File: src/rtl/memory_stage_if.sv
// Memory-stage bundle: upstream execute-stage handoff, result return and data-memory port.
// The stage itself uses the slave view; the driver of stage inputs uses the master view.
interface memory_stage_if;
    logic        i_valid;
    logic        i_mem_read;
    logic        i_mem_write;
    logic [2:0]  i_funct3;
    logic [31:0] i_alu_result;
    logic [31:0] i_rs2_data;
    logic        o_busy;
    logic        o_valid;
    logic [31:0] o_result;
    logic        o_fault;
    logic        o_dmem_req;
    logic        o_dmem_we;
    logic [31:0] o_dmem_addr;
    logic [31:0] o_dmem_wdata;
    logic [3:0]  o_dmem_mask;
    logic        i_dmem_ready;
    logic        i_dmem_rvalid;
    logic [31:0] i_dmem_rdata;

    modport slave (
        input  i_valid, i_mem_read, i_mem_write, i_funct3, i_alu_result, i_rs2_data,
        input  i_dmem_ready, i_dmem_rvalid, i_dmem_rdata,
        output o_busy, o_valid, o_result, o_fault,
        output o_dmem_req, o_dmem_we, o_dmem_addr, o_dmem_wdata, o_dmem_mask
    );

    modport master (
        output i_valid, i_mem_read, i_mem_write, i_funct3, i_alu_result, i_rs2_data,
        output i_dmem_ready, i_dmem_rvalid, i_dmem_rdata,
        input  o_busy, o_valid, o_result, o_fault,
        input  o_dmem_req, o_dmem_we, o_dmem_addr, o_dmem_wdata, o_dmem_mask
    );
endinterface

File: src/rtl/memory_stage.sv
// Load/store stage: latches one execute-stage result, runs a single data-memory access,
// and returns the extended load data, the pass-through value, or a fault.
//
// state | meaning
// IDLE  | empty, sampling i_valid
// REQ   | dmem request held until i_dmem_ready
// WAIT  | load accepted, waiting for i_dmem_rvalid
// DONE  | o_valid pulse, i_valid ignored
module memory_stage (
    input  logic          i_clk,
    input  logic          i_rst_n,
    memory_stage_if.slave bus
);
    typedef enum logic [1:0] {IDLE, REQ, WAIT, DONE} state_t;

    state_t      state;
    state_t      state_nxt;
    logic        op_read;
    logic        op_write;
    logic [2:0]  f3_q;
    logic [31:0] addr_q;
    logic [31:0] rs2_q;
    logic [31:0] result_q;
    logic        fault_q;

    logic        in_mem_op;
    logic        in_fault;
    logic [31:0] load_ext;
    logic [3:0]  mask_w;
    logic [31:0] wdata_w;
    logic [15:0] half_sel;
    logic [7:0]  byte_sel;

    // Fault decode runs on the live inputs so the decision is made in the IDLE cycle.
    always_comb begin
        in_mem_op = bus.i_mem_read | bus.i_mem_write;
        in_fault  = 1'b0;
        if (in_mem_op) begin
            if (bus.i_mem_read && bus.i_mem_write)
                in_fault = 1'b1;
            if (bus.i_funct3 == 3'b011 || bus.i_funct3 == 3'b110 || bus.i_funct3 == 3'b111)
                in_fault = 1'b1;
            if (bus.i_funct3[1:0] == 2'b01 && bus.i_alu_result[0])
                in_fault = 1'b1;
            if (bus.i_funct3[1:0] == 2'b10 && bus.i_alu_result[1:0] != 2'b00)
                in_fault = 1'b1;
        end
    end

    always_comb begin
        byte_sel = bus.i_dmem_rdata[8*addr_q[1:0] +: 8];
        half_sel = addr_q[1] ? bus.i_dmem_rdata[31:16] : bus.i_dmem_rdata[15:0];
        case (f3_q)
            3'b000:  load_ext = {{24{byte_sel[7]}}, byte_sel};
            3'b001:  load_ext = {{16{half_sel[15]}}, half_sel};
            3'b100:  load_ext = {24'h0, byte_sel};
            3'b101:  load_ext = {16'h0, half_sel};
            default: load_ext = bus.i_dmem_rdata;
        endcase
    end

    always_comb begin
        case (f3_q[1:0])
            2'b00: begin
                mask_w  = 4'b0001 << addr_q[1:0];
                wdata_w = {4{rs2_q[7:0]}};
            end
            2'b01: begin
                mask_w  = addr_q[1] ? 4'b1100 : 4'b0011;
                wdata_w = {2{rs2_q[15:0]}};
            end
            default: begin
                mask_w  = 4'b1111;
                wdata_w = rs2_q;
            end
        endcase
    end

    always_comb begin
        state_nxt = state;
        case (state)
            IDLE: if (bus.i_valid) state_nxt = (in_fault || !in_mem_op) ? DONE : REQ;
            REQ:  if (bus.i_dmem_ready) state_nxt = op_write ? DONE : WAIT;
            WAIT: if (bus.i_dmem_rvalid) state_nxt = DONE;
            DONE: state_nxt = IDLE;
            default: state_nxt = IDLE;
        endcase
    end

    always_ff @(posedge i_clk) begin
        if (!i_rst_n) begin
            state    <= IDLE;
            op_read  <= 1'b0;
            op_write <= 1'b0;
            f3_q     <= 3'b000;
            addr_q   <= 32'h0;
            rs2_q    <= 32'h0;
            result_q <= 32'h0;
            fault_q  <= 1'b0;
        end else begin
            state <= state_nxt;
            case (state)
                IDLE: begin
                    if (bus.i_valid) begin
                        op_read  <= bus.i_mem_read;
                        op_write <= bus.i_mem_write;
                        f3_q     <= bus.i_funct3;
                        addr_q   <= bus.i_alu_result;
                        rs2_q    <= bus.i_rs2_data;
                        if (in_fault) begin
                            fault_q <= 1'b1;
                        end else if (!in_mem_op) begin
                            fault_q  <= 1'b0;
                            result_q <= bus.i_alu_result;
                        end
                    end
                end
                REQ: begin
                    if (bus.i_dmem_ready && op_write)
                        fault_q <= 1'b0;
                end
                // Only WAIT captures read data, so an rvalid in the acceptance cycle is dropped.
                WAIT: begin
                    if (bus.i_dmem_rvalid) begin
                        result_q <= load_ext;
                        fault_q  <= 1'b0;
                    end
                end
                default: ;
            endcase
        end
    end

    assign bus.o_busy       = (state != IDLE);
    assign bus.o_valid      = (state == DONE);
    assign bus.o_result     = result_q;
    assign bus.o_fault      = fault_q;
    assign bus.o_dmem_req   = (state == REQ);
    assign bus.o_dmem_we    = (state == REQ) && op_write;
    assign bus.o_dmem_addr  = {addr_q[31:2], 2'b00};
    assign bus.o_dmem_wdata = wdata_w;
    assign bus.o_dmem_mask  = (state == REQ) ? mask_w : 4'b0000;

    logic unused_ok;
    assign unused_ok = op_read;
endmodule

File: src/flat_wrapper.sv
// flat-port wrapper written by rule: the top's interface ports become plain ports
module memory_stage_flat 
  (i_clk, i_rst_n, bus_i_valid, bus_i_mem_read, bus_i_mem_write, bus_i_funct3, bus_i_alu_result, bus_i_rs2_data, bus_i_dmem_ready, bus_i_dmem_rvalid, bus_i_dmem_rdata, bus_o_busy, bus_o_valid, bus_o_result, bus_o_fault, bus_o_dmem_req, bus_o_dmem_we, bus_o_dmem_addr, bus_o_dmem_wdata, bus_o_dmem_mask);
  memory_stage_if bus_i ();
  input  logic i_clk;
  input  logic i_rst_n;
  input wire logic [$bits(bus_i.i_valid)-1:0] bus_i_valid;
  input wire logic [$bits(bus_i.i_mem_read)-1:0] bus_i_mem_read;
  input wire logic [$bits(bus_i.i_mem_write)-1:0] bus_i_mem_write;
  input wire logic [$bits(bus_i.i_funct3)-1:0] bus_i_funct3;
  input wire logic [$bits(bus_i.i_alu_result)-1:0] bus_i_alu_result;
  input wire logic [$bits(bus_i.i_rs2_data)-1:0] bus_i_rs2_data;
  input wire logic [$bits(bus_i.i_dmem_ready)-1:0] bus_i_dmem_ready;
  input wire logic [$bits(bus_i.i_dmem_rvalid)-1:0] bus_i_dmem_rvalid;
  input wire logic [$bits(bus_i.i_dmem_rdata)-1:0] bus_i_dmem_rdata;
  output wire logic [$bits(bus_i.o_busy)-1:0] bus_o_busy;
  output wire logic [$bits(bus_i.o_valid)-1:0] bus_o_valid;
  output wire logic [$bits(bus_i.o_result)-1:0] bus_o_result;
  output wire logic [$bits(bus_i.o_fault)-1:0] bus_o_fault;
  output wire logic [$bits(bus_i.o_dmem_req)-1:0] bus_o_dmem_req;
  output wire logic [$bits(bus_i.o_dmem_we)-1:0] bus_o_dmem_we;
  output wire logic [$bits(bus_i.o_dmem_addr)-1:0] bus_o_dmem_addr;
  output wire logic [$bits(bus_i.o_dmem_wdata)-1:0] bus_o_dmem_wdata;
  output wire logic [$bits(bus_i.o_dmem_mask)-1:0] bus_o_dmem_mask;
  assign bus_i.i_valid = bus_i_valid;
  assign bus_i.i_mem_read = bus_i_mem_read;
  assign bus_i.i_mem_write = bus_i_mem_write;
  assign bus_i.i_funct3 = bus_i_funct3;
  assign bus_i.i_alu_result = bus_i_alu_result;
  assign bus_i.i_rs2_data = bus_i_rs2_data;
  assign bus_i.i_dmem_ready = bus_i_dmem_ready;
  assign bus_i.i_dmem_rvalid = bus_i_dmem_rvalid;
  assign bus_i.i_dmem_rdata = bus_i_dmem_rdata;
  assign bus_o_busy = bus_i.o_busy;
  assign bus_o_valid = bus_i.o_valid;
  assign bus_o_result = bus_i.o_result;
  assign bus_o_fault = bus_i.o_fault;
  assign bus_o_dmem_req = bus_i.o_dmem_req;
  assign bus_o_dmem_we = bus_i.o_dmem_we;
  assign bus_o_dmem_addr = bus_i.o_dmem_addr;
  assign bus_o_dmem_wdata = bus_i.o_dmem_wdata;
  assign bus_o_dmem_mask = bus_i.o_dmem_mask;
  memory_stage u_core (.i_clk(i_clk), .i_rst_n(i_rst_n), .bus(bus_i));
endmodule
File: config.mk
export PLATFORM = sky130hd
export DESIGN_NAME = memory_stage_flat
export DESIGN_NICKNAME = d
export VERILOG_FILES = /design/src/rtl/memory_stage_if.sv /design/src/rtl/memory_stage.sv /design/src/flat_wrapper.sv
export SDC_FILE = /design/constraint.sdc
export NUM_CORES = 1
export LEC_CHECK = 0
export ABC_AREA = 1
export CORE_MARGIN = 5
export CORE_UTILIZATION = 48
export CTS_CLUSTER_SIZE = 10
export DETAILED_ROUTE_END_ITERATION = 8
export HOLD_SLACK_MARGIN = 0.15
export PLACE_DENSITY = 0.87
export SETUP_SLACK_MARGIN = 0.05
export SYNTH_ARGS = -nofsm -noshare
export SYNTH_HDL_FRONTEND = slang
export SYNTH_SLANG_ARGS = --single-unit
export TNS_END_PERCENT = 30
File: constraint.sdc
create_clock -name i_clk -period 4.1 [get_ports i_clk]
set_input_delay 0.41 -clock i_clk [delete_from_list [all_inputs] [get_ports i_clk]]
set_output_delay 0.41 -clock i_clk [all_outputs]
set_load 0.01 [all_outputs]
==> results_dict.tcl <==
set metrics [dict create \
    status "finished, final reports clean" \
    dpl_cell_area_mm2 0.00717 \
    grt_overflow 0 \
    slew_viol_final 0 \
    critPathCaptureType "output pin" \
    drc_errors 0 \
    dieWidth_um 117 \
    hp-start "u_core.rs2_q[9]" \
    drv_cap 0 \
    holdCritPathClass "flop to flop" \
    postLayoutCoreUtil 0.661 \
    die_area_mm2 0.0136 \
    fin_area_mm2 0.00745 \
    synth.distinct_cells 29 \
    timing.final.crit_share 0.700 \
    ant_nets 0 \
    worstPathRequired_ps 3690 \
    cts_sinks 103 \
    antenna_cells 0 \
    whs_ps 474 \
    yosysWarnings 0 \
    cp_data_arrival_time_ps 2460 \
    clockBufferDepth 2 \
    grt_pass1_vias 5218 \
    relSlewSlack 0.349 \
    period_minus_slack_ps 2870 \
    ir_drop_uv 316 \
    vias_per_cell 5.19 \
    r2r_slack_ps 1700 \
    pin_count 211 \
    antenna_found_initial 0 \
    nets 1055 \
    cp_slowest_stage_delay_ps 560 \
    total_power_w 0.00505 \
    holdPathStages 2 \
    ff2ff_path_depth 8 \
    skew_ps 5.52 \
    cts_tree "yes" \
    crit_top_cell "nand2_1" \
    synth.avg_cell_area_um2 6.71 \
    drtIter0Drc 598 \
    rsz0062_at_grt "no" \
    synthToLayoutAreaGrowth_pct 36.2 \
    cp_slowest_cell "clkdlybuf4s50_1" \
    routed_wl_mm 17.2 \
    numCtsBuffers 9 \
    firstDrtPassIters 5 \
    dpl.hpwl_mm 12.6 \
    r2r_start "u_core.state[0]" \
    vias 5668 \
    cts_setup_buffers 0 \
    place.gp.congestion 0.875 \
    setup_viol 0 \
    worstSetupPathType "flop to output pin" \
    min_to "u_core.rs2_q[9]" \
    initial_core_util 0.485 \
    wl_per_cell_um 15.7 \
    yosysMostFrequentCell "nand2_1" \
    grt_usage 0.244 \
    die_h_um 117 \
    clock_latency_ps 340 \
    yosys-top-cells-count "nand2_1, o21ai_0, nor2_1" \
    finalHoldViolations 0 \
    tns_ps 0 \
    timing.rr.end "u_core.bus.o_result[17]" \
    nFillCells 1004 \
    seq_area_frac_synth 0.377 \
    cp-start-kind "flop" \
    h-tree-depth 3 \
    yosys.area.top_type "dfxtp_1" \
    rows 39 \
    yosysTopAreaCellShare 0.377 \
    critPathMaxFanout 29 \
    postSynthCellCount 815 \
    path_clk_slew_ps 60 \
    yosys-top-cells-area "dfxtp_1, nand2_1, o21ai_0, a21oi_1, nor2_1" \
    leakagePower_nw 3.15 \
    fmax_mhz 348 \
    root_buffer "clkbuf_16" \
    grt_max_degree 63 \
    ys.flop_type "dfxtp_1" \
    crit_path_cell_trace "inv_2, nand2_1, inv_1, nand2_1, o211ai_1, clkdlybuf4s50_1" \
    syn_area_mm2 0.00547 \
    ys_async_sr_fraction 0 \
    power.density_mw_per_mm2 678 \
    ys_ff_latch 103 \
    drive_above_1_share 0.0453 \
    cts_resized 0 \
    core_area_mm2 0.0113 \
    grt_pass1_wl_mm 26.5 \
    tightest_slew_ps 976 \
    portBuffers 208 \
    synth-edff-count 0 \
    holdBufCountCts 0 \
]
-- cells in the final DEF (no fill, tap or decap), types with 2 or more instances in the layout --
cell type	instances
o21ai_1	5
buf_4	5
o211ai_1	4
o21ai_0	122
inv_1	45
o21a_1	7
ha_1	4
clkbuf_16	9
clkbuf_1	2
conb_1	2
clkinv_2	2
nand3_1	32
nor2_1	107
clkbuf_8	2
a21oi_2	4
o21bai_1	8
nor2_2	5
a21oi_1	92
dfxtp_1	102
inv_2	6
nand2_2	4
nand2_1	166
clkdlybuf4s50_1	207
-- registers in the layout, indices dropped and copies added (netlist names) --
signal,cells
u_core.bus.o_result,32
u_core.op_write,1
u_core.state,2
u_core.bus.o_fault,1
u_core.rs2_q,32
u_core.addr_q,32
u_core.f3_q,3
-- critical path: cells and delay by family, from the launching register on --
kind / cells / cell delay (ps)
buffers and inverters: 3 / 1300
AOI/OAI and AO/OA: 1 / 120
DFF: 1 / 320
and+or+nand+nor: 2 / 380
-- cell type report --
class | count | area, µm² | share of cell area
well taps | 143 | 179 | 0.0240
clock inverters | 3 | 17.5 | 0.00235
inverters | 52 | 198 | 0.0265
flip-flops and latches | 103 | 2060 | 0.277
repair buffers | 213 | 2110 | 0.284
multi-input cells | 566 | 2620 | 0.351
clock buffers | 13 | 260 | 0.0349
-- cells by family (layout without fill, tap and decap cells) --
| family | after synthesis | count (layout) | share of synthesized area |
|---|---|---|---|
| compound gates | 243 | 243 | 0.234 |
| fa+ha+maj | 4 | 4 | 0.00915 |
| buf+inv | 147 | 281 | 0.146 |
| flops | 103 | 103 | 0.377 |
| other cells | 1 | 2 | 0.000685 |
| simple gates | 317 | 317 | 0.233 |
-- where the power goes --
part	switching, W	internal (W)	total, W
clock	0.000362	0.000444	0.000806
combinational	0.00150	0.00117	0.00267
sequential	0.000219	0.00136	0.00158
-- worst max path at each step --
stage | start | endpoint | cells past startpoint
6_report | u_core.f3_q[1] | bus_o_dmem_wdata[25] | 6
2_1_floorplan | u_core.state[0] | u_core.bus.o_result[20] | 11
5_1_grt | u_core.f3_q[1] | bus_o_dmem_wdata[27] | 6
3_3_place_gp | u_core.f3_q[1] | bus_o_dmem_wdata[25] | 6
3_5_place_dp | u_core.f3_q[1] | bus_o_dmem_wdata[25] | 6
4_1_cts | u_core.f3_q[1] | bus_o_dmem_wdata[25] | 6
-- through the flow --
step,instances,worst slack (ps)
floorplan,816,2520
global placement,1077,1630
detailed placement,1077,1570
CTS,1093,1200
global route,1093,1000
finish,1093,1230
-- layer usage --
| metal | track usage | up-vias | routed length [µm] |
|---|---|---|---|
| met5 | 0 | - | 0 |
| met4 | 0.0619 | 0 | 212 |
| met3 | 0.0710 | 16 | 1600 |
| met2 | 0.406 | 241 | 8040 |
| met1 | 0.311 | 2546 | 7350 |
| li1 | - | 2865 | - |
Power figures use the tool's default switching activity.
